--- src/rtl/mem_arb_pkg.sv ---
// Shared types and defaults for the unified fetch/data memory arbiter.
package mem_arb_pkg;

   typedef enum logic [1:0] {
      OWN_NONE  = 2'd0,
      OWN_FETCH = 2'd1,
      OWN_DATA  = 2'd2
   } owner_e;

   localparam int unsigned MAX_D_STREAK_DEFAULT = 4;

   // One-hot grant encoding: bit 0 = fetch, bit 1 = data
   localparam logic [1:0] GNT_NONE  = 2'b00;
   localparam logic [1:0] GNT_FETCH = 2'b01;
   localparam logic [1:0] GNT_DATA  = 2'b10;

endpackage

--- src/rtl/arb_prio_sel.sv ---
// Data-first priority select with a starvation override for fetch.
module arb_prio_sel
   import mem_arb_pkg::*;
(
   input  logic       f_req,
   input  logic       d_req,
   input  logic       streak_full,
   output logic [1:0] gnt
);

   // Fetch wins only when alone or when data has used up its streak allowance
   always_comb begin
      gnt = GNT_NONE;
      if (f_req && (streak_full || !d_req)) begin
         gnt = GNT_FETCH;
      end else if (d_req) begin
         gnt = GNT_DATA;
      end else begin
         gnt = GNT_NONE;
      end
   end

endmodule

--- src/rtl/unified_mem_arbiter.sv ---
// Arbitrates a fetch port and a memory-stage port onto one single-cycle memory.
module unified_mem_arbiter
   import mem_arb_pkg::*;
#(
   parameter int DATA_WIDTH   = 32,
   parameter int MAX_D_STREAK = MAX_D_STREAK_DEFAULT
) (
   input  logic                  clk,
   input  logic                  rst,
   input  logic                  f_req,
   input  logic [DATA_WIDTH-1:0] f_addr,
   output logic                  f_gnt,
   output logic                  f_rvalid,
   output logic [DATA_WIDTH-1:0] f_rdata,
   input  logic                  d_req,
   input  logic                  d_we,
   input  logic                  d_byte,
   input  logic [DATA_WIDTH-1:0] d_addr,
   input  logic [DATA_WIDTH-1:0] d_wdata,
   output logic                  d_gnt,
   output logic                  d_rvalid,
   output logic [DATA_WIDTH-1:0] d_rdata,
   output logic                  mem_req,
   output logic                  mem_we,
   output logic                  mem_byte,
   output logic [DATA_WIDTH-1:0] mem_addr,
   output logic [DATA_WIDTH-1:0] mem_wdata,
   input  logic [DATA_WIDTH-1:0] mem_rdata,
   output logic                  stall_f,
   output logic                  stall_m
);

   localparam int SW = $clog2(MAX_D_STREAK + 1);

   logic [1:0]    sel_s;
   logic          f_gnt_s;
   logic          d_gnt_s;
   logic          streak_full_s;
   owner_e        owner_r;
   owner_e        owner_nxt_s;
   logic [SW-1:0] streak_r;
   logic [SW-1:0] streak_nxt_s;

   assign streak_full_s = (streak_r == SW'(MAX_D_STREAK));

   arb_prio_sel u_prio_sel (
      .f_req       (f_req),
      .d_req       (d_req),
      .streak_full (streak_full_s),
      .gnt         (sel_s)
   );

   // Grants are forced low while reset is held so nothing reaches memory
   assign f_gnt_s = rst & sel_s[0];
   assign d_gnt_s = rst & sel_s[1];

   // Next owner of the in-flight read and next data-streak count
   always_comb begin
      owner_nxt_s  = OWN_NONE;
      streak_nxt_s = streak_r;
      if (f_gnt_s) begin
         owner_nxt_s = OWN_FETCH;
      end else if (d_gnt_s && !d_we) begin
         owner_nxt_s = OWN_DATA;
      end else begin
         owner_nxt_s = OWN_NONE;
      end
      if (!f_req || f_gnt_s) begin
         streak_nxt_s = SW'(0);
      end else if (d_gnt_s && !streak_full_s) begin
         streak_nxt_s = streak_r + SW'(1);
      end else begin
         streak_nxt_s = streak_r;
      end
   end

   // Owner and streak registers; reset discards any read in flight
   always_ff @(posedge clk or negedge rst) begin
      if (!rst) begin
         owner_r  <= OWN_NONE;
         streak_r <= SW'(0);
      end else begin
         owner_r  <= owner_nxt_s;
         streak_r <= streak_nxt_s;
      end
   end

   assign f_gnt     = f_gnt_s;
   assign d_gnt     = d_gnt_s;
   assign mem_req   = f_gnt_s | d_gnt_s;
   assign mem_we    = d_gnt_s & d_we;
   assign mem_byte  = d_gnt_s & d_byte;
   assign mem_addr  = d_gnt_s ? d_addr : f_addr;
   assign mem_wdata = d_gnt_s ? d_wdata : {DATA_WIDTH{1'b0}};

   assign f_rvalid  = (owner_r == OWN_FETCH);
   assign d_rvalid  = (owner_r == OWN_DATA);
   assign f_rdata   = mem_rdata;
   assign d_rdata   = mem_rdata;

   assign stall_f   = rst & f_req & ~f_gnt_s;
   assign stall_m   = rst & d_req & ~d_gnt_s;

endmodule

--- config.mk ---
export PLATFORM = sky130hd
export DESIGN_NAME = unified_mem_arbiter
export DESIGN_NICKNAME = d
export VERILOG_FILES = /design/src/rtl/mem_arb_pkg.sv /design/src/rtl/arb_prio_sel.sv /design/src/rtl/unified_mem_arbiter.sv
export SDC_FILE = /design/constraint.sdc
export NUM_CORES = 1
export LEC_CHECK = 0
export ABC_AREA = 1
export CAP_MARGIN = 20
export CORE_AREA = 2 2 105 107
export DETAILED_ROUTE_END_ITERATION = 12
export DIE_AREA = 0 0 107 109
export GPL_TIMING_DRIVEN = 0
export SYNTH_ARGS = -nofsm -noshare
export SYNTH_HDL_FRONTEND = slang
export SYNTH_SLANG_ARGS = --single-unit
--- constraint.sdc ---
create_clock -name clk -period 1.8 [get_ports clk]
set_clock_uncertainty 0.15 [all_clocks]
set_input_delay 0.36 -clock clk [delete_from_list [all_inputs] [get_ports clk]]
set_output_delay 0.36 -clock clk [all_outputs]
set_load 0.02 [all_outputs]
==> summary.txt <==
status: finished, violations left
failing checks: setup timing
post-DR vias/cell: 3.72
Simple-Gate Fraction of Synth Area: 41.6%
Die ar.: 11,700 µm²
layout cells sized above 1: 41.7%
fin crit share: 119%
I/O pins: 271
Slew Limit Fails: 0
DRC: 0
Synth cell types: 15
CP Capture Type: output pin
Synth area leader: buf_4
unrepaired setup endpoints after global routing: true
worst rel slew slack: 83.3%
reg2reg start: streak_r[0]$_DFFE_PN0P_
FF-to-FF setup slack: 340 ps
Worst Path Arrival: 1630 ps
reg2reg path depth: 9
DRT iter0 DRCs: 55
vias in the first global route: 2,481
Synth Area in Adders: 1.65%
Setup-failing EPs final: 70
register area: 125 µm²
Setup WS post-layout: -339 ps
Final Critical Period: 2140 ps
GP Congestion: 0.762
post-synthesis mux area share: 0%
Max FO, Critical Path: 10
drt pass-1 iters: 4
Starting Density: 14.3%
LEAKAGE: 2.26 nW
Worst Setup SP: streak_r[0]$_DFFE_PN0P_
Final nets: 669
via total after detailed routing: 2,498
register bit total from synthesis: 5
row cnt: 38
GR Overflow Total: 0
Syn Std Cell Area: 1520 µm²
complex-gate fraction of the synthesized area: 0.658%
largest family of logic cells by synthesized area: buffers and inverters
Slew @ Worst Pin: 249 ps
CTS tree: built
first-pass GRT wire length: 11,600 µm
yosys warns: 0
Placed Cells: 655
core area: 10,600 µm²
CP Launch Type: register
Synth Area in XOR/XNOR: 0.576%
fillers: 1,059
crit path kind: register to output pin
Die Y: 109 µm
pin count of the biggest net entering global routing: 11
clk sinks: 5
Worst EP required: 1290 ps
total CTS buffers: 3
area delta synth->final: 196%
Cells after Synth: 277
HPWL after DPL: 6860 µm
initial antenna violation count: 0
Final ANT Viol Nets: 0
clock root cell: clkbuf_8
post-placement setup slack: -1240 ps
H-tree Lvls: 1
CTS Buffer Depth: 2
Die W: 107 µm
Avg WL per Cell: 12.2 µm
antenna cells: 0
Global Route Usage Sum: 12.5%
clk slew on worst S/H paths: 40 ps
final WL: 8210 µm
sequential element share of the synthesized area: 8.23%
worst-skew pair later-pin latency: 230 ps
syn_area_per_cell: 5.49 µm²
port bufs: 238
synth top area cells: buf_4 32%, nand2_1 18%, nand3_1 11%
top-area cell type share of the netlist area: 31.6%
fin cells: 672
reg-to-reg endpoint: streak_r[0]$_DFFE_PN0P_
Syn Nets: 413
final hold vios: 0
Setup crit end: mem_wdata[27]
HP Class: input pin to register
worst vdd rail ir drop: 0.141 mV
power per standard cell area: 332 nW/µm²
multi-input logic area: 922 µm²
TNS Setup: -20,530 ps
Max Cap Violations: 0
maximum clock rate: 468 MHz
worst min path at each step:
stage | from | endpoint | slack, ps | cells after the start
4_1_cts | rst | owner_r[0]$_DFF_PN0_ | 440 | 3
2_1_floorplan | rst | owner_r[0]$_DFF_PN0_ | -90 | 0
3_3_place_gp | streak_r[2]$_DFFE_PN0P_ | streak_r[2]$_DFFE_PN0P_ | 390 | 2
5_1_grt | f_req | streak_r[2]$_DFFE_PN0P_ | 350 | 3
6_report | f_req | streak_r[2]$_DFFE_PN0P_ | 330 | 3
3_5_place_dp | streak_r[2]$_DFFE_PN0P_ | streak_r[2]$_DFFE_PN0P_ | 400 | 2
synthesized netlist by cell type, drive strengths merged:
master   n
ha       2
nand2   76
xor2     1
nand3   33
inv     41
dfrtp    5
buf     77
nor2    40
o21ai    2
metal layers:
metal  vias up  wire length, µm  track usage (%)
met5         -                0                0
met4         0              117             2.78
met3         9              946             3.77
met2       165             4530             26.1
met1      1063             2620             11.8
li1       1261                -                -
logic make-up (layout without fill, tap and decap cells):
logic type,count (synthesis),in the layout
adder cells (fa/ha/maj),2,2
AO/OA/AOI/OAI,2,2
flip-flops,5,5
buffers and inverters,118,373
AND/OR/NAND/NOR,149,149
XOR/XNOR,1,1
final cells by class:
| class | instances | area share [%] |
|---|---|---|
| clock buffers | 4 | 1.00 |
| well taps | 140 | 3.89 |
| inverters | 41 | 3.53 |
| multi-input cells | 154 | 20.5 |
| plain buffers | 77 | 14.2 |
| flip-flops and latches | 5 | 2.78 |
| repair buffers | 251 | 54.1 |
power breakdown:
group / leakage, nW / total [mW] / internal, mW / switching [mW]
clock network: 0.0228 / 0.219 / 0.153 / 0.0661
registers: 0.0683 / 0.119 / 0.117 / 0.00224
logic: 2.17 / 1.16 / 0.646 / 0.513
layout by cell type, fill, tap and decap left out, types with 2 or more instances in the layout:
cell,n
buf_2,19
o21ai_0,2
inv_1,37
dfrtp_1,5
nor2_2,14
nand2_1,60
buf_4,89
nand2_2,11
nand3_2,10
nand2_4,3
nand2_8,2
nor2_4,13
buf_6,44
nor2_1,13
nand3_1,23
buf_12,3
dlygate4sd2_1,4
clkbuf_8,3
clkdlybuf4s50_1,162
buf_8,3
inv_2,3
critical path, stage by stage, from the launching register on:
cell and delay (ps):
dfrtp_1 350, inv_2 60, ha_4 160, nand2_4 60, nand2_4 70, nand2_8 100, nand2_8 80, buf_8 140
buf_12 150, nor2_2 90, buf_6 120
per-stage QoR:
step / util, % / area [µm²] / hold WS [ps] / total power, mW
2_1_floorplan: - / 1560 / -85.6 / 0.610
3_3_place_gp: 38.8 / 4120 / 392 / 1.20
3_5_place_dp: 38.8 / 4120 / 398 / 1.20
4_1_cts: 40.9 / 4330 / 445 / 1.46
5_1_grt: 42.4 / 4500 / 355 / 1.58
6_report: 42.4 / 4500 / 328 / 1.50
flip-flops by register name, indices dropped and copies added, names as in the netlist:
signal	flops
streak_r	3
owner_r	2
repair_timing:
action,in CTS,in global routing
endpoints found under the setup margin,74,71
hold endpoints to repair,5,0
setup buffers,8,4
pin swaps,3,6
hold buffers,1,0
cloned,2,0
gates resized for setup,407,51
Power figures use the tool's default switching activity.
==> RTL edit (same settings) <==
Encoding of `owner_e`: now one-hot (3 bits for 3 values).
--- a/src/rtl/mem_arb_pkg.sv
+++ b/src/rtl/mem_arb_pkg.sv
@@ -3,6 +3,6 @@
 
-   typedef enum logic [1:0] {
-      OWN_NONE  = 2'd0,
-      OWN_FETCH = 2'd1,
-      OWN_DATA  = 2'd2
+   typedef enum logic [2:0] {
+      OWN_NONE  = 3'b001,
+      OWN_FETCH = 3'b010,
+      OWN_DATA  = 3'b100
    } owner_e;
Function: same outputs for any inputs over 10 cycles, from zero or initial values and one cycle with rst low; not proved beyond that.
==> RTL edit against the unedited design <==
The run still ends with negative setup slack left; setup slack got worse by 0.061 ns; core utilization up 8.1 points; global-route usage is 0.49 points lower; wire length grew 5.3%; power grew 15%; synthesized area increased by 8.7%; first-iteration DRC count up 9.1%; sequential cell count rose by 1; maximum frequency shrank 2.8%; final cell count increased by 3.9%; worst hold slack got worse by 0.20 ns; design area is 19% higher.
==> RTL edit: results <==
[pwr]
internal_power_w = 0.001068
ir_worst_vdd_mv = 0.2278
leakage_nw = 2.527

[grt]
first_global_vias = 2476
grtUsageMet3 = 0.03646
met1_usage = 0.1291
grtUsageTotal = 0.1200
use_met2 = 0.2375
grt_pass1_wl_um = 11510

[synth]
ys_top_cells_by_area = buf_4, nand2_1, nor2_2
syn-cell-area_um2 = 1653
netlist_top_cells_count = nand2_1, buf_4, inv_1
ys_types = 18
yosysWarnings = 0
synthArstFlopShare = 1.000
synth_top_flop_cell = dfrtp_1
syn_nets = 423
synthCells = 287
ys_seq_area_frac = 0.09160

[place]
place.gp.congestion = 0.7462
dpl.cell_count = 665
hpwl_um = 6673

[finish]
num-fill-cells = 998
top_regs = owner_r x3, streak_r x3
drive_gt1_frac = 0.5125
nets = 695

[sta]
drv_slew = 0
relSlewSlack = 0.7502
whs_ns = 0.1244
setup_viol = 71
setup_ws_ns = -0.3998

[cts]
cts.path.max_buffers = 2
cts_htree_levels = 1
cts_tree = done
root_buffer = clkbuf_8
numCtsBuffers = 3
path_clk_slew_ns = 0.04

[flow_run]
cap_violations = 0

[route]
drt-initial-drc-count = 60
routed_via_density = 3.756
routed_wl_um = 8642
dr_total_vias = 2622
drc = 0

[outcome]
violations = negative setup slack
outcome = complete, but fails checks

[worst_setup_path]
r2r_slack_ns = 0.17
crit_fanout = 5

[hold_path]
hold_path.class = input port to asynchronous set/reset pin
==> RTL edit: through the flow <==
stage               setup TNS, ns  total power, W  setup WS [ns]  cell area [um2]
floorplan                 -0.7908       0.0006655       -0.03232             1724
global placement           -83.51        0.001250         -1.245             4282
detailed placement         -85.06        0.001257         -1.263             4282
CTS                        -27.05        0.001532        -0.4810             4584
global route               -28.16        0.001828        -0.4742             5356
finish                     -23.40        0.001727        -0.3998             5356
==> RTL edit: logic make-up (layout without fill, tap and decap cells) <==
kind of cell	count (synthesis)	in the layout	share of synthesized area
compound gates	1	1	0.003025
fa+ha+maj	2	2	0.01514
buf+inv	123	394	0.4550
flops	6	6	0.09160
simple gates	155	155	0.4353
==> RTL edit: cell type report <==
cell class / instances / area (um2) / share of cell area
clock buffer: 4 / 45.04 / 0.008409
tap: 140 / 175.2 / 0.03270
sequential: 6 / 151.4 / 0.02826
inverter: 46 / 180.2 / 0.03364
buffer: 77 / 664.4 / 0.1240
multi-input combinational: 158 / 1290 / 0.2408
timing repair buffer: 267 / 2850 / 0.5321
==> RTL edit: power groups by stage <==
stage               Combinational (W)  Clock [W]  Sequential (W)
floorplan                    0.000519          0        0.000146
global placement              0.00110          0        0.000146
detailed placement            0.00111          0        0.000147
CTS                           0.00117   0.000218        0.000144
global route                  0.00145   0.000231        0.000145
finish                        0.00137   0.000213        0.000145
==> RTL edit: path summary, 6_finish.rpt <==
| kind | from | end | cells after the start |
|---|---|---|---|
| worst max-delay path | streak_r[0]$_DFFE_PN0P_ | mem_addr[2] | 11 |
| worst min-delay path | rst | owner_r[0]$_DFF_PN1_ | 1 |
| worst max register to register | streak_r[0]$_DFFE_PN0P_ | streak_r[1]$_DFFE_PN0P_ | 11 |
| worst min register to register | streak_r[0]$_DFFE_PN0P_ | streak_r[0]$_DFFE_PN0P_ | 2 |
| max in group asynchronous | rst | owner_r[2]$_DFF_PN0_ | 2 |
| min in group clk | streak_r[0]$_DFFE_PN0P_ | streak_r[0]$_DFFE_PN0P_ | 2 |
==> RTL edit: per-layer routing <==
| layer | wire length (um) | part of all wire |
|---|---|---|
| met5 | 0 | 0 |
| met4 | 14 | 0.0016 |
| met3 | 902 | 0.10 |
| met2 | 4798 | 0.56 |
| met1 | 2927 | 0.34 |
==> RTL edit: critical path, cell delays in order (launching register included) <==
cell,delay [ns]
dfrtp_1,0.38
inv_2,0.09
ha_4,0.14
nand2_4,0.05
nand2_4,0.09
nand2_8,0.08
nand2_8,0.14
buf_12,0.14
buf_8,0.12
nand2_2,0.06
nand2_2,0.06
buf_6,0.11
==> RTL edit: timing repair <==
action | CTS | global route
buffers inserted | 16 | 5
resized for setup | 394 | 190
endpoints found under the hold margin | 5 | 0
cloned | 2 | 5
hold buffers | 1 | 0
endpoints found under the setup margin | 73 | 71
pin swaps | 1 | 26
